[config.mk]
export PLATFORM = sky130hd
export DESIGN_NAME = hsv_core_alu_issue
export DESIGN_NICKNAME = d
export VERILOG_FILES = /design/src/rtl/hsv_core_alu_issue.sv
export SDC_FILE = /design/constraint.sdc
export NUM_CORES = 1
export LEC_CHECK = 0
export CORE_MARGIN = 8
export CORE_UTILIZATION = 40
export CTS_BUF_LIST = sky130_fd_sc_hd__clkbuf_4
export CTS_CLUSTER_SIZE = 8
export DETAILED_ROUTE_END_ITERATION = 16
export DONT_BUFFER_PORTS = 1
export MAX_ROUTING_LAYER = met4
export PLACE_DENSITY = 0.63
export SLEW_MARGIN = 20
export SYNTH_ARGS = -nofsm -noshare
export SYNTH_HDL_FRONTEND = slang
export SYNTH_SLANG_ARGS = --single-unit
[constraint.sdc]
create_clock -name clk_core -period 4.05 [get_ports clk_core]
set_input_delay 0.81 -clock clk_core [delete_from_list [all_inputs] [get_ports clk_core]]
set_output_delay 0.81 -clock clk_core [all_outputs]
set_load 0.01 [all_outputs]
[src/rtl/hsv_core_alu_issue.sv]
// Issue stage in front of the two-substage ALU: holds instructions in a wait
// register until the scoreboard shows no pending write-back, then loads the output register.
module hsv_core_alu_issue #(
    parameter int PAYLOAD_W = 64
) (
    input  logic                 clk_core,
    input  logic                 rst_core,
    input  logic                 flush_req,
    output logic                 flush_ack,
    input  logic                 in_valid,
    output logic                 in_ready,
    input  logic [4:0]           in_rs1_addr,
    input  logic [4:0]           in_rs2_addr,
    input  logic [4:0]           in_rd_addr,
    input  logic                 in_uses_rs1,
    input  logic                 in_uses_rs2,
    input  logic                 in_writes_rd,
    input  logic [PAYLOAD_W-1:0] in_payload,
    output logic [4:0]           rf_rs1_addr,
    output logic [4:0]           rf_rs2_addr,
    input  logic [31:0]          rf_rs1_data,
    input  logic [31:0]          rf_rs2_data,
    input  logic                 wb_valid,
    input  logic [4:0]           wb_rd_addr,
    output logic                 out_valid,
    input  logic                 out_ready,
    output logic [31:0]          out_rs1,
    output logic [31:0]          out_rs2,
    output logic [4:0]           out_rd_addr,
    output logic                 out_writes_rd,
    output logic [PAYLOAD_W-1:0] out_payload,
    output logic [31:0]          busy_mask
);

    logic                 w_valid_r;
    logic [4:0]           w_rs1_r;
    logic [4:0]           w_rs2_r;
    logic [4:0]           w_rd_r;
    logic                 w_uses_rs1_r;
    logic                 w_uses_rs2_r;
    logic                 w_writes_rd_r;
    logic [PAYLOAD_W-1:0] w_payload_r;

    logic                 o_valid_r;
    logic [31:0]          o_rs1_r;
    logic [31:0]          o_rs2_r;
    logic [4:0]           o_rd_r;
    logic                 o_writes_rd_r;
    logic [PAYLOAD_W-1:0] o_payload_r;

    logic [31:0]          sb_r;
    logic [31:0]          sb_next_s;
    logic                 flush_ack_r;

    logic                 hazard_s;
    logic                 issue_s;
    logic                 in_ready_s;
    logic                 load_s;

    // Hazard, issue and accept decisions; no write-back bypass on the scoreboard.
    always_comb begin
        hazard_s   = (w_uses_rs1_r  & sb_r[w_rs1_r]) |
                     (w_uses_rs2_r  & sb_r[w_rs2_r]) |
                     (w_writes_rd_r & sb_r[w_rd_r]);
        issue_s    = w_valid_r & ~hazard_s & (~o_valid_r | out_ready) & ~flush_req;
        in_ready_s = ~flush_req & (~w_valid_r | issue_s);
        load_s     = in_valid & in_ready_s;
    end

    // Scoreboard next state: flush wipes, issue set takes priority over write-back clear.
    always_comb begin
        sb_next_s = sb_r;
        if (flush_req) begin
            sb_next_s = 32'd0;
        end else begin
            if (wb_valid && (wb_rd_addr != 5'd0)) begin
                sb_next_s[wb_rd_addr] = 1'b0;
            end else begin
                sb_next_s = sb_next_s;
            end
            if (issue_s && w_writes_rd_r && (w_rd_r != 5'd0)) begin
                sb_next_s[w_rd_r] = 1'b1;
            end else begin
                sb_next_s = sb_next_s;
            end
        end
        sb_next_s[0] = 1'b0;
    end

    // Wait register: accepts from decode, empties when its instruction issues.
    always_ff @(posedge clk_core or negedge rst_core) begin
        if (!rst_core) begin
            w_valid_r     <= 1'b0;
            w_rs1_r       <= 5'd0;
            w_rs2_r       <= 5'd0;
            w_rd_r        <= 5'd0;
            w_uses_rs1_r  <= 1'b0;
            w_uses_rs2_r  <= 1'b0;
            w_writes_rd_r <= 1'b0;
            w_payload_r   <= {PAYLOAD_W{1'b0}};
        end else if (flush_req) begin
            w_valid_r <= 1'b0;
        end else if (load_s) begin
            w_valid_r     <= 1'b1;
            w_rs1_r       <= in_rs1_addr;
            w_rs2_r       <= in_rs2_addr;
            w_rd_r        <= in_rd_addr;
            w_uses_rs1_r  <= in_uses_rs1;
            w_uses_rs2_r  <= in_uses_rs2;
            w_writes_rd_r <= in_writes_rd;
            w_payload_r   <= in_payload;
        end else if (issue_s) begin
            w_valid_r <= 1'b0;
        end
    end

    // Output register: data changes only on issue, so it stays stable under backpressure.
    always_ff @(posedge clk_core or negedge rst_core) begin
        if (!rst_core) begin
            o_valid_r     <= 1'b0;
            o_rs1_r       <= 32'd0;
            o_rs2_r       <= 32'd0;
            o_rd_r        <= 5'd0;
            o_writes_rd_r <= 1'b0;
            o_payload_r   <= {PAYLOAD_W{1'b0}};
        end else if (flush_req) begin
            o_valid_r <= 1'b0;
        end else if (issue_s) begin
            o_valid_r     <= 1'b1;
            o_rs1_r       <= w_uses_rs1_r ? rf_rs1_data : 32'd0;
            o_rs2_r       <= w_uses_rs2_r ? rf_rs2_data : 32'd0;
            o_rd_r        <= w_rd_r;
            o_writes_rd_r <= w_writes_rd_r;
            o_payload_r   <= w_payload_r;
        end else if (o_valid_r && out_ready) begin
            o_valid_r <= 1'b0;
        end
    end

    // Scoreboard and flush acknowledge registers.
    always_ff @(posedge clk_core or negedge rst_core) begin
        if (!rst_core) begin
            sb_r        <= 32'd0;
            flush_ack_r <= 1'b0;
        end else begin
            sb_r        <= sb_next_s;
            flush_ack_r <= flush_req;
        end
    end

    assign in_ready      = in_ready_s;
    assign rf_rs1_addr   = w_rs1_r;
    assign rf_rs2_addr   = w_rs2_r;
    assign out_valid     = o_valid_r;
    assign out_rs1       = o_rs1_r;
    assign out_rs2       = o_rs2_r;
    assign out_rd_addr   = o_rd_r;
    assign out_writes_rd = o_writes_rd_r;
    assign out_payload   = o_payload_r;
    assign busy_mask     = sb_r;
    assign flush_ack     = flush_ack_r;

endmodule

# ---- Word level (Yosys, flattened, before mapping)
# Cells that the tools add are included.
dict set report classes {
  add_sub_neg 0
  n_mul 0
  div_mod_pow 0
  magnitude_cmp 6
  eq_ne 0
  shift 0
  muxes 22
  n_bitwise 19
  reduce_logical 12
}
# cell count
set op_table {}
lappend op_table {{$mux W32} 6}
lappend op_table {{$and A32 B32 Y32} 1}
lappend op_table {{$not A32 Y32} 1}
lappend op_table {{$or A32 B32 Y32} 1}
lappend op_table {{$lt A5 B6 Y1 const B} 4}
lappend op_table {{$bmux W1 S5} 3}
lappend op_table {{$mux W1} 11}
lappend op_table {{$demux W1 S5} 2}
lappend op_table {{$ge A5 B1 Y1 const B} 2}
lappend op_table {{$reduce_bool A5 Y1} 2}
lappend op_table {{$and A1 B1 Y1} 8}
lappend op_table {{$logic_and A1 B1 Y1} 6}
lappend op_table {{$reduce_bool A3 Y1} 2}
lappend op_table {{$not A1 Y1} 4}
lappend op_table {{$or A1 B1 Y1} 4}
lappend op_table {{$reduce_and A2 Y1} 2}
dict set report word_totals {
  regBits 250
  latchBits 0
  ramBits 0
  mem_bits_ro 0
  output_inout_bits 179
  wordCells 75
  n_memories 0
}

# ---- Longest topological paths before layout
dict set report depth {
  word_depth 14
  depth_mapped 11
  ltp_nobuf 7
}

# ---- Least setup slack after synthesis
# Ideal clock, no wire load.
dict set report synth_path {
  kind {register -> register}
  start {register w_rs2_r[0] (netlist: rf_rs2_addr[0])}
  end {register w_rs1_r[0] (netlist: rf_rs1_addr[0])}
  setup_time_ps 125
  t_arrival_ps 2897
  path_slack_ps 1028
  path_stages_with_launch 11
  period_less_slack_ps 3022
  cell_sequence {dfrtp_1 -> buf_2 -> mux4_2 -> a221oi_1 -> a21oi_1 -> o31ai_2 -> a41oi_1 -> nor3b_1 -> buf_2 -> buf_6 -> mux2_2}
}
dict set report synth_between {
  elab_chain_len 13
}
# item line
set synth_lines {}
lappend synth_lines {{start, declared} 37} ;# logic [4:0] w_rs2_r;
lappend synth_lines {{start signal, assigned} 106} ;# w_rs2_r <= in_rs2_addr;
lappend synth_lines {{$bmux W1 S5} 63} ;# (w_uses_rs2_r & sb_r[w_rs2_r]) |
lappend synth_lines {{$mux W1 (not written as such)} 63}
lappend synth_lines {{$and A1 B1 Y1} 63}
lappend synth_lines {{$or A1 B1 Y1} 62} ;# hazard_s = (w_uses_rs1_r & sb_r[w_rs1_r]) |
lappend synth_lines {{$or A1 B1 Y1} 63}
lappend synth_lines {{$not A1 Y1} 65} ;# issue_s = w_valid_r & ~hazard_s & (~o_valid_r | out_ready) & ~flush_req;
lappend synth_lines {{$and A1 B1 Y1 (3 in a row)} 65}
lappend synth_lines {{$or A1 B1 Y1} 66} ;# in_ready_s = ~flush_req & (~w_valid_r | issue_s);
lappend synth_lines {{$and A1 B1 Y1} 66}
lappend synth_lines {{$and A1 B1 Y1} 67} ;# load_s = in_valid & in_ready_s;
lappend synth_lines {{$reduce_and A2 Y1 (no line)} n/a}
lappend synth_lines {{end signal, assigned} 105} ;# w_rs1_r <= in_rs1_addr;
lappend synth_lines {{end, declared} 36} ;# logic [4:0] w_rs1_r;
# Every way passes these cells. The select of a mux whose other input is x is not followed.
# A chain may end at the register's enable or synchronous reset.

# ---- Worst setup path in the final report
dict set report layout_path {
  start {register w_rs2_r[1] (netlist: rf_rs2_addr[1])}
  end {output in_ready}
}
dict set report layout_between {
  elab_chain_len 11
}
# item line
set layout_lines {}
lappend layout_lines {{$bmux W1 S5} 63}
lappend layout_lines {{$mux W1 (not written as such)} 63}
lappend layout_lines {{$and A1 B1 Y1} 63}
lappend layout_lines {{$or A1 B1 Y1} 62}
lappend layout_lines {{$or A1 B1 Y1} 63}
lappend layout_lines {{$not A1 Y1} 65}
lappend layout_lines {{$and A1 B1 Y1 (3 in a row)} 65}
lappend layout_lines {{$or A1 B1 Y1} 66}
lappend layout_lines {{$and A1 B1 Y1} 66}
lappend layout_lines {{end, declared} 11} ;# output logic in_ready,
# Every way passes these cells. The select of a mux whose other input is x is not followed.

==> out/summary.txt <==
layout cells sized above 1 -> 0.288
Synth area leaders -> dfrtp_1 (56%), mux2_2 (12%), mux2i_1 (6.7%)
fin crit share -> 0.953
cell area after synthesis -> 11,100 um2
Worst Setup EP -> in_ready
CTS root buf -> clkbuf_4
critical path launch point -> rf_rs2_addr[1]
die width -> 183 um
critical path class -> reg2out
max-slew violation count -> 0
Area after DPL -> 11,500 um2
clk sink count -> 250
PnR worst setup slack -> 192 ps
die area -> 33,500 um2
DR iter-0 viols -> 450
slowest CP cell -> dfrtp_1
total global-route track usage -> 0.179
drt drc -> 0
clk slew on worst S/H paths -> 60 ps
area delta synth->final -> 10.8%
Pwr per Cell Area -> 638 nW/um2
final setup TNS -> 0 ps
Multi-input gate area -> 4290 um2
fillers -> 2,617
Final Instance Area -> 12,400 um2
dpl cells -> 1,205
status -> finished with violations
r2r endpoint -> w_payload_r[0]
Yosys cell types -> 52
worst vdd ir -> 0.000337 V
Final Routed Wirelength -> 30.0 mm
Core Footprint -> 27,600 um2
maximum number of pins on one net before global-route repair -> 251
critical path, cell by cell -> mux2_2, a221oi_1, a2111oi_0, o31ai_2, a41oi_1, nor2_1
Reg-to-Reg Start -> rf_rs2_addr[1]
Post-synth EDFFs -> 0
first-pass GRT wire length -> 45.3 mm
global placement routability congestion -> 0.864
RSZ-0062 raised after global routing -> false
routed vias/inst -> 5.36
drt first pass iters -> 5
commonest register cell after synthesis -> dfrtp_1
post-route ant nets -> 0
CP endpoint kind -> primary output
Register-to-Register Path Depth -> 8
Max-cap violations -> 0
Critical Path AT -> 3050 ps
LEAKAGE -> 5.27 nW
final core utilization -> 0.447
Initial Util -> 0.403
fmax -> 259 MHz
Die Span Y -> 183 um
sequential-to-total area share from yosys stat -> 0.561
Cell Count, Final, Fillers Out -> 1,328
CP required -> 3240 ps
wire per inst -> 22.6 um
I/O pins -> 336
CP max FO -> 9
nets@finish -> 1,056
final hold viol count -> 238
slew margin rel. -> 0.367
Yosys top cell area share -> 0.561
CTS H-tree lvls -> 3
Synth Net Count -> 1,024
row count -> 61
synth warn -> 0
Setup Viol. Count Final -> 0
synthesized instance count -> 867
CTS Buffer Depth -> 3
initial antenna violation count -> 5
fin crit period -> 3860 ps
DR vias -> 7,123
Slew @ Worst Pin -> 949 ps
TritonCTS clock tree -> yes
grt total ovfl -> 0
Fin Clk Skew -> 65.3 ps
hold crit path type -> in2async
CP max stage delay -> 560 ps
FF+latch area -> 6260 um2
Startpoint Class -> flip-flop
worst skew pair latency -> 650 ps
CTS buffer count -> 70
synthesized area per cell -> 12.9 um2
failing checks -> hold timing
WHS -> -119 ps
DP HPWL -> 20.7 mm
flops & latches, synth -> 250
I/O Buffers -> 0
worst slack, placed -> 583 ps
reg2reg setup slack -> 620 ps
vias in the first global route -> 7,476
biggest area consumer among synthesized cells -> dfrtp_1
ys async rst share -> 1.00
-- critical path: cells and delay by family (launching register included) --
family             cells  cell delay [ps]
muxes                  1              390
and+or+nand+nor        1              320
DFF                    1              560
AOI/OAI and AO/OA      4             1130
-- metrics by stage --
stage | power (mW) | hold WS [ps]
2_1_floorplan | 5.20 | 460
3_3_place_gp | 5.66 | 469
3_5_place_dp | 5.73 | 477
4_1_cts | 8.03 | -199
5_1_grt | 8.42 | -200
6_report | 7.88 | -119
-- layout by cell type, fill, tap and decap left out, types with 15 or more instances in the layout --
cell type,instances
mux2i_1,75
nand3_1,15
inv_1,71
mux2_2,116
dfrtp_1,248
clkbuf_4,102
mux2_1,42
a32o_1,16
nand2_1,93
-- Yosys cell counts (all sizes together), types with 4 or more instances --
cell type,instances
mux2,158
a32o,16
nor3,9
nor2,11
dfrtp,250
o31ai,5
nor3b,7
or2,4
mux4,14
nand3b,5
a21oi,4
clkbuf,26
buf,31
mux2i,75
or3,4
o211ai,8
inv,71
nand2,93
nor2b,7
nand3,16
nand2b,6
o41ai,14
-- routing by layer --
metal	vias to the layer above	GRT usage	wire, um
li1	3160	-	-
met1	3494	0.201	11100
met2	407	0.264	13600
met3	62	0.0972	4520
met4	0	0.0699	825
met5	-	-	0
-- how the worst min path moves through the flow --
| stage | start | end | slack [ps] | depth (start not counted) |
|---|---|---|---|---|
| global placement | w_payload_r[63] | out_payload[63] | 470 | 1 |
| CTS | rst_core | w_rd_r[4] | -200 | 0 |
| floorplan | w_payload_r[10] | out_payload[10] | 460 | 1 |
| detailed placement | w_payload_r[25] | out_payload[25] | 480 | 1 |
| global route | rst_core | out_payload[7] | -200 | 0 |
| finish | rst_core | out_payload[8] | -120 | 0 |
-- report_power, final --
part	switching [mW]	internal, mW	total, mW
sequential	1.04	3.31	4.35
combinational	0.595	0.701	1.30
clock	1.02	1.21	2.23
-- flip-flops by register name, summed over array words and instances (netlist names), 5 cells and up --
signal / count
out_rd_addr: 5
w_payload_r: 64
w_rd_r: 5
out_payload: 64
rf_rs2_addr: 5
busy_mask: 31
out_rs2: 32
rf_rs1_addr: 5
out_rs1: 32
-- repair_timing --
action	4_1_cts	5_1_grt
setup endpoints to repair	1	1
buffers inserted	0	0
endpoints found under the hold margin	250	250
gates resized for setup	1	2
-- cell families after synthesis --
kind of cell / after synthesis / share of synthesized area
AO/OA/AOI/OAI: 63 / 0.0492
buffers and inverters: 128 / 0.0549
other: 1 / 0.000336
multiplexers: 247 / 0.255
flip-flops: 250 / 0.561
AND/OR/NAND/NOR: 178 / 0.0791
-- final cells by class --
type	instances	share of cell area
flip-flops and latches	250	0.507
multi-input cells	489	0.347
clock buffers	102	0.0620
well taps	378	0.0383
inverters	71	0.0216
repair buffers	17	0.0154
clock inverters	14	0.00729
diodes	7	0.00142
No activity file was read; power rests on OpenSTA's default activity.
